[src/rtl/gcd_ctrl.sv]
// Euclid GCD sequencer driving a shared shift-subtract divider.
// Each remainder step is one divider launch; a stalled divider ends the operation with err.
`timescale 1ns/1ps

module gcd_ctrl #(
    parameter int unsigned WAIT_MAX = 15
) (
    input  logic       clk_in,
    input  logic       rst_n,
    input  logic       start,
    input  logic [7:0] a_in,
    input  logic [7:0] b_in,
    output logic       busy,
    output logic       done,
    output logic [7:0] gcd_out,
    output logic [3:0] iter_out,
    output logic       err,
    output logic       div_load,
    output logic [7:0] div_dvd,
    output logic [7:0] div_dvn,
    input  logic [7:0] div_r,
    input  logic       div_complete
);

    typedef enum logic [2:0] {
        S_IDLE,
        S_CHECK,
        S_LOAD,
        S_WAIT,
        S_DONE
    } state_t;

    // Last WAIT cycle value of wcnt before its increment reaches WAIT_MAX
    localparam logic [3:0] W_LAST = 4'(WAIT_MAX - 1);

    state_t     r_state;
    state_t     w_state_nxt;

    logic [7:0] r_a;
    logic [7:0] r_b;
    logic [3:0] r_iter;
    logic [3:0] r_wcnt;
    logic [7:0] r_gcd;
    logic       r_err;
    logic       r_busy;
    logic       r_done;
    logic       r_load;

    logic [7:0] w_a;
    logic [7:0] w_b;
    logic [3:0] w_iter;
    logic [3:0] w_wcnt;
    logic [7:0] w_gcd;
    logic       w_err;
    logic       w_busy;
    logic       w_done;
    logic       w_load;

    always_ff @(posedge clk_in or negedge rst_n) begin
        if (!rst_n) begin
            r_state <= S_IDLE;
            r_a     <= '0;
            r_b     <= '0;
            r_iter  <= '0;
            r_wcnt  <= '0;
            r_gcd   <= '0;
            r_err   <= 1'b0;
            r_busy  <= 1'b0;
            r_done  <= 1'b0;
            r_load  <= 1'b0;
        end else begin
            r_state <= w_state_nxt;
            r_a     <= w_a;
            r_b     <= w_b;
            r_iter  <= w_iter;
            r_wcnt  <= w_wcnt;
            r_gcd   <= w_gcd;
            r_err   <= w_err;
            r_busy  <= w_busy;
            r_done  <= w_done;
            r_load  <= w_load;
        end
    end

    always_comb begin
        w_state_nxt = r_state;
        w_a         = r_a;
        w_b         = r_b;
        w_iter      = r_iter;
        w_wcnt      = r_wcnt;
        w_gcd       = r_gcd;
        w_err       = r_err;
        w_busy      = r_busy;
        w_done      = 1'b0;
        w_load      = 1'b0;

        case (r_state)
            S_IDLE: begin
                if (start) begin
                    w_a         = a_in;
                    w_b         = b_in;
                    w_iter      = '0;
                    w_err       = 1'b0;
                    w_busy      = 1'b1;
                    w_state_nxt = S_CHECK;
                end
            end
            S_CHECK: begin
                if (r_b == 8'd0) begin
                    w_gcd       = r_a;
                    w_done      = 1'b1;
                    w_state_nxt = S_DONE;
                end else begin
                    w_load      = 1'b1;
                    w_state_nxt = S_LOAD;
                end
            end
            S_LOAD: begin
                w_wcnt      = '0;
                w_state_nxt = S_WAIT;
            end
            S_WAIT: begin
                // Remainder feeds back as the new divisor; the old divisor becomes the dividend
                if (div_complete) begin
                    w_a         = r_b;
                    w_b         = div_r;
                    w_iter      = (r_iter == 4'hF) ? r_iter : r_iter + 4'd1;
                    w_state_nxt = S_CHECK;
                end else begin
                    w_wcnt = r_wcnt + 4'd1;
                    if (r_wcnt == W_LAST) begin
                        w_err       = 1'b1;
                        w_gcd       = '0;
                        w_done      = 1'b1;
                        w_state_nxt = S_DONE;
                    end
                end
            end
            S_DONE: begin
                w_busy      = 1'b0;
                w_state_nxt = S_IDLE;
            end
            default: begin
                w_state_nxt = S_IDLE;
            end
        endcase
    end

    assign busy     = r_busy;
    assign done     = r_done;
    assign gcd_out  = r_gcd;
    assign iter_out = r_iter;
    assign err      = r_err;
    assign div_load = r_load;
    assign div_dvd  = r_a;
    assign div_dvn  = r_b;

endmodule

[config.mk]
export PLATFORM = sky130hd
export DESIGN_NAME = gcd_ctrl
export DESIGN_NICKNAME = d
export VERILOG_FILES = /design/src/rtl/gcd_ctrl.sv
export SDC_FILE = /design/constraint.sdc
export NUM_CORES = 1
export LEC_CHECK = 0
export CAP_MARGIN = 20
export CORE_ASPECT_RATIO = 0.9
export CORE_UTILIZATION = 47
export CTS_CLUSTER_DIAMETER = 100
export DETAILED_ROUTE_END_ITERATION = 6
export PLACE_DENSITY = 0.76
export SYNTH_ARGS = -nofsm -noshare
export SYNTH_HDL_FRONTEND = slang
export SYNTH_SLANG_ARGS = --single-unit
export TNS_END_PERCENT = 30
[constraint.sdc]
create_clock -name clk_in -period 2.2 [get_ports clk_in]
set_input_delay 0.33 -clock clk_in [delete_from_list [all_inputs] [get_ports clk_in]]
set_output_delay 0.33 -clock clk_in [all_outputs]
set_load 0.05 [all_outputs]
==> results of run 1 <==
routing by layer:
metal,global-route usage [%],part of all wire [%],routed length [um],vias to the layer above
met4,6.75,1.1,46,0
met5,0,0,0,-
li1,-,-,-,713
met3,4.57,5.1,210,5
met2,31.2,46,1900,45
met1,27.7,48,1990,711
cell usage after synthesis:
cell type   n
inv_1      16
nor2_1      3
o2bb2ai_1   1
buf_2       2
nand2_1     5
o21ai_2     1
a21oi_1     5
o211ai_1    2
buf_12      1
or3_1       4
and3b_1     1
clkbuf_1    2
dfrtp_1    39
mux2i_1    26
nand4b_4    1
buf_6       1
and2_1      1
nand2b_1    2
nand4_1     2
o21ai_0    13
o221a_2     1
mux2_2      2
o21ai_1     1
nand4bb_1   1
nor3b_1     1
nand4b_1    1
or4b_4      1
nand2_8     1
nand3b_1    1
nand3_1     3
ha_1        3
buf_4       3
o31ai_1     1
a31oi_1     1
a21o_1      2
mux2_4     14
and3_1      1
nor4_1      2
layout by cell type, fill, tap and decap left out, types with 3 or more instances in the layout:
master	count
clkbuf_8	5
mux2i_1	26
mux2_4	14
o21ai_0	13
inv_1	16
a21oi_1	5
nand2_1	5
ha_1	3
nand3_1	3
nor2_1	3
clkdlybuf4s50_1	58
or3_1	4
buf_4	4
dfrtp_1	39
sequential cells by signal, indices dropped and copies added (netlist names):
register and cells:
iter_out 4, gcd_out 8, busy 1, err 1
div_dvd 8, done 1, div_load 1, div_dvn 8
r_state 3, r_wcnt 4
final cells by class:
cell class / instances / area share, %
clock inverter: 2 / 2.17
inverter: 16 / 2.17
tap: 48 / 2.17
multi-input combinational: 104 / 33.3
timing repair buffer: 63 / 22.3
sequential: 39 / 35.3
clock buffer: 6 / 2.63
power groups by stage:
stage	Combinational [uW]	Sequential, uW	Clock [uW]
after CTS	2810	1360	712
after detailed placement	2790	1370	0
final	2800	1360	698
after floorplan	1120	2240	0
after global routing	2940	1420	744
after global placement	2750	1350	0
logic make-up (layout without fill, tap and decap cells):
family | Yosys count | count (layout) | synth area share, %
compound gates | 28 | 28 | 8.27
fa+ha+maj | 3 | 3 | 1.85
mux | 42 | 42 | 24.3
flops | 39 | 39 | 48.1
simple gates | 31 | 31 | 10.9
buf+inv | 25 | 87 | 6.48
stage by stage:
step	setup slack (ps)	cell area, sq um	total power [uW]	cells	hold slack [ps]
2_1_floorplan	592	2030	3370	168	34.4
3_3_place_gp	192	2630	4100	270	467
3_5_place_dp	170	2630	4170	270	479
4_1_cts	247	2760	4880	278	157
5_1_grt	135	2760	5110	278	197
6_report	259	2760	4850	278	129
critical path, stage by stage, from the launching register on:
cell	delay, ps
dfrtp_1	600
and3b_1	560
mux2_2	400
mux2_2	260
worst paths after layout:
kind | cells after the start | slack, ps | to
hold reg to reg | 2 | 530 | err
max in group asynchronous | 1 | 1540 | div_dvn[2]
min in group clk_in | 2 | 530 | err
setup / recovery | 3 | 260 | div_dvn[2]
hold / removal | 1 | 130 | r_wcnt[1]
setup reg to reg | 3 | 260 | div_dvn[2]
==> impl_metrics.py, run 1 <==
metrics = {
    "status": {
        "status": "complete, but fails checks",
        "failed_checks": "DRC",
    },
    "place": {
        "dp_hpwl_um": 3110,
        "gp_congestion": 0.791,
        "portBuffers": 59,
    },
    "layout": {
        "syn_to_final_growth_pct": 36.4,
        "final_net_count": 260,
        "n_antenna_cell": 0,
        "drive_gt1_share_pct": 14.3,
        "final_util_pct": 67.4,
        "fill_cells": 303,
        "final-seq-area_sq_um": 976,
        "multi_input_area_sq_um": 920,
    },
    "clock_network": {
        "cts_setup_buffers": 0,
        "clkTransAtPathRegs_ps": 80,
        "cts_sinks": 39,
        "cts_buffers": 5,
        "h-tree-depth": 2,
        "cts_root_buffer": "clkbuf_8",
        "clk_latency_ps": 290,
        "ctsResizeCount": 0,
        "cts_tree": "built",
        "clockBufferDepth": 2,
        "holdBufCountCts": 0,
    },
    "floorplan": {
        "fp.dieW_um": 71.2,
        "ios": 60,
        "dieArea_sq_um": 4580,
        "num_rows": 22,
        "fp.dieH_um": 64.3,
        "start_util_pct": 49.4,
        "core-area_sq_um": 4100,
    },
    "detailed_routing": {
        "dr_total_vias": 1474,
        "avgRoutedWirePerCell_um": 14.9,
        "drt_iter0_drc": 97,
        "routed_wl_um": 4140,
        "drcViolationCount": 3,
        "dr.pass1.iters": 6,
        "vias_per_cell": 5.30,
        "antenna_left": 0,
    },
    "synthesis": {
        "yosys.cell_types.count": 38,
        "synth_cells": 168,
        "ys_warn_count": 0,
        "synthTopCellsByArea": "dfrtp_1 48%, mux2i_1 13%, mux2_4 10%, o21ai_0 3.2%, inv_1 3.0%",
        "synth_seq_cells": 39,
        "seq_area_frac_synth_pct": 48.1,
        "netlist_area_sq_um": 2030,
        "synth.avg_cell_area_sq_um": 12.1,
        "synth_top_cell_area_share_pct": 48.1,
        "syn-num-nets": 199,
        "synth_top_area_cell": "dfrtp_1",
    },
    "pwr": {
        "ir_drop_mv": 0.954,
        "p_int_uw": 2620,
        "sw_frac_of_total_pct": 45.9,
        "power_frac_seq_pct": 28.0,
        "leakagePower_uw": 0.00129,
        "clkPwrFrac_pct": 14.4,
        "combinationalPowerShare_pct": 57.6,
        "power_density_nw_per_um2": 1750,
        "power_switching_uw": 2230,
    },
    "sta": {
        "finalSetupTns_ps": 0,
        "min_period_ps": 1940,
        "setup_viol": 0,
        "hold_violations": 0,
        "worstMarginPinSlew_ps": 831,
        "max_freq_mhz": 515,
        "layout_worst_path_cycle_share_pct": 88.2,
        "fin_skew_ps": 11.1,
        "max_slew_margin_pct": 44.6,
        "drv_slew": 0,
        "rsz0062_at_grt": "no",
    },
    "setup_path": {
        "startpoint_type": "flop",
        "path_class": "reg2reg",
        "critPathArrivalTime_ps": 2110,
        "worstSetupEndpointType": "flop",
        "required_ps": 2370,
        "path_max_fanout": 12,
        "setup.worst_path.start": "r_state[1]",
        "r2r-start": "r_state[1]",
    },
    "global_route": {
        "grt_pass1_vias": 1502,
        "grt_max_degree": 40,
        "grt-ovfl-total": 0,
        "grt_usage_pct": 20.1,
        "antenna_found_initial": 0,
        "grt_first_pass_wirelength_um": 7080,
    },
    "hold_path": {
        "hold_path_class": "in2async",
    },
    "job": {
        "drv_cap": 0,
    },
}
No activity file was read; power rests on OpenSTA's default activity.
==> run 2: changes to the inputs <==
--- a/config.mk
+++ b/config.mk
@@ -10,6 +10,7 @@
 export CORE_UTILIZATION = 47
 export CTS_CLUSTER_DIAMETER = 100
 export DETAILED_ROUTE_END_ITERATION = 6
+export MAX_ROUTING_LAYER = met4
 export PLACE_DENSITY = 0.76
 export SYNTH_ARGS = -nofsm -noshare
 export SYNTH_HDL_FRONTEND = slang
==> run 2 against run 1 <==
Compared with the run above:
- the run still ends with DRC left
- non-clock buffer count unchanged
- register-to-register slack about the same
- global-route usage increased by 0.60 points
- flip-flop and latch count unchanged
- combinational power about the same
- highest routed layer unchanged
==> impl_metrics.py, run 2 (synthesized netlist as in run 1, its figures left out) <==
metrics = {
    "floorplan": {
        "core-area_sq_um": 4100,
        "ios": 60,
        "fp.dieH_um": 64.3,
        "start_util_pct": 49.4,
        "fp.dieW_um": 71.2,
        "num_rows": 22,
        "dieArea_sq_um": 4580,
    },
    "setup_path": {
        "worstSetupEndpointType": "flop",
        "startpoint_type": "flop",
        "critPathArrivalTime_ps": 2110,
        "path_max_fanout": 12,
        "worst-r2r-setup-slack_ps": 260,
        "required_ps": 2370,
        "path_class": "reg2reg",
    },
    "layout": {
        "layout_common_cells": "58 x clkdlybuf4s50_1, 39 x dfrtp_1, 26 x mux2i_1",
        "final_util_pct": 67.4,
        "stdcell_area_sq_um": 2760,
        "fill_cells": 303,
        "final-seq-area_sq_um": 976,
        "n_antenna_cell": 0,
        "multi_input_area_sq_um": 920,
        "final_net_count": 260,
        "syn_to_final_growth_pct": 36.4,
        "final_common_cell": "clkdlybuf4s50_1",
        "drive_gt1_share_pct": 14.3,
    },
    "place": {
        "gp_congestion": 0.802,
        "dp_hpwl_um": 3110,
        "place_area_sq_um": 2630,
        "portBuffers": 59,
    },
    "sta": {
        "max_slew_margin_pct": 44.5,
        "drv_slew": 0,
        "max_freq_mhz": 516,
        "rsz0062_at_grt": "no",
        "finalSetupTns_ps": 0,
        "hold_ws_ps": 129,
        "setup_viol": 0,
        "fin_skew_ps": 11.3,
        "min_period_ps": 1940,
        "hold_violations": 0,
        "worstMarginPinSlew_ps": 833,
        "layout_worst_path_cycle_share_pct": 88.1,
    },
    "status": {
        "status": "complete, but fails checks",
        "failed_checks": "DRC",
    },
    "detailed_routing": {
        "vias_per_cell": 5.37,
        "drcViolationCount": 3,
        "routed_wl_um": 4130,
        "antenna_left": 0,
        "drt_iter0_drc": 96,
        "dr_total_vias": 1493,
        "avgRoutedWirePerCell_um": 14.9,
        "dr.pass1.iters": 6,
    },
    "pwr": {
        "combinationalPowerShare_pct": 57.7,
        "p_int_uw": 2620,
        "power_density_nw_per_um2": 1750,
        "leakagePower_uw": 0.00129,
        "sw_frac_of_total_pct": 45.9,
        "ir_drop_mv": 0.953,
        "power_frac_seq_pct": 27.9,
        "power_switching_uw": 2230,
        "clkPwrFrac_pct": 14.4,
        "power.total_uw": 4850,
    },
    "clock_network": {
        "ctsResizeCount": 0,
        "cts_setup_buffers": 0,
        "clkTransAtPathRegs_ps": 80,
        "clk_latency_ps": 290,
        "h-tree-depth": 2,
        "cts_tree": "built",
        "cts_sinks": 39,
        "cts_root_buffer": "clkbuf_8",
        "clockBufferDepth": 2,
        "holdBufCountCts": 0,
        "cts_buffers": 5,
    },
    "job": {
        "drv_cap": 0,
    },
    "global_route": {
        "grt-ovfl-total": 0,
        "grt_usage_pct": 20.7,
        "antenna_found_initial": 0,
        "grt_max_degree": 40,
        "grt_first_pass_wirelength_um": 7090,
        "grt_pass1_vias": 1503,
    },
    "hold_path": {
        "hold_path_class": "in2async",
    },
}
[run 2: cell counts in the layout (fill, tap and decap cells not counted)]
Identical to the previous run, type by type.
[run 2: final timing paths]
check                            from          to  cells past startpoint
max reg2reg                r_state[1]  div_dvn[2]                      3
min reg2reg                       err         err                      2
min in group clk_in               err         err                      2
min                             rst_n   r_wcnt[1]                      1
max                        r_state[1]  div_dvn[2]                      3
max in group asynchronous       rst_n  div_dvn[6]                      1
[run 2: critical path, cell delays in order, from the launching register on]
cell and delay [ps]:
dfrtp_1 600, and3b_1 560, mux2_2 400, mux2_2 260
[run 2: power groups by stage]
stage               clock, uW  combinational [uW]  sequential (uW)
finish                    699                2800             1350
global route              744                2940             1420
CTS                       712                2810             1360
detailed placement          0                2790             1370
global placement            0                2750             1350
floorplan                   0                1120             2240
[run 2: layer usage]
layer | track usage [%] | part of all wire, %
met1 | 28.1 | 47
met2 | 31.1 | 46
met4 | 6.75 | 1.3
met5 | - | 0
met3 | 4.26 | 5.0
[run 2: stage by stage]
stage,instances,setup WS [ps]
2_1_floorplan,168,592
3_3_place_gp,270,192
3_5_place_dp,270,170
4_1_cts,278,247
5_1_grt,278,135
6_report,278,262
[run 2: area by class of cell]
cell class              instances  area share [%]
multi-input cells             104            33.3
clock inverters                 2            2.17
well taps                      48            2.17
inverters                      16            2.17
repair buffers                 63            22.3
clock buffers                   6            2.63
flip-flops and latches         39            35.3
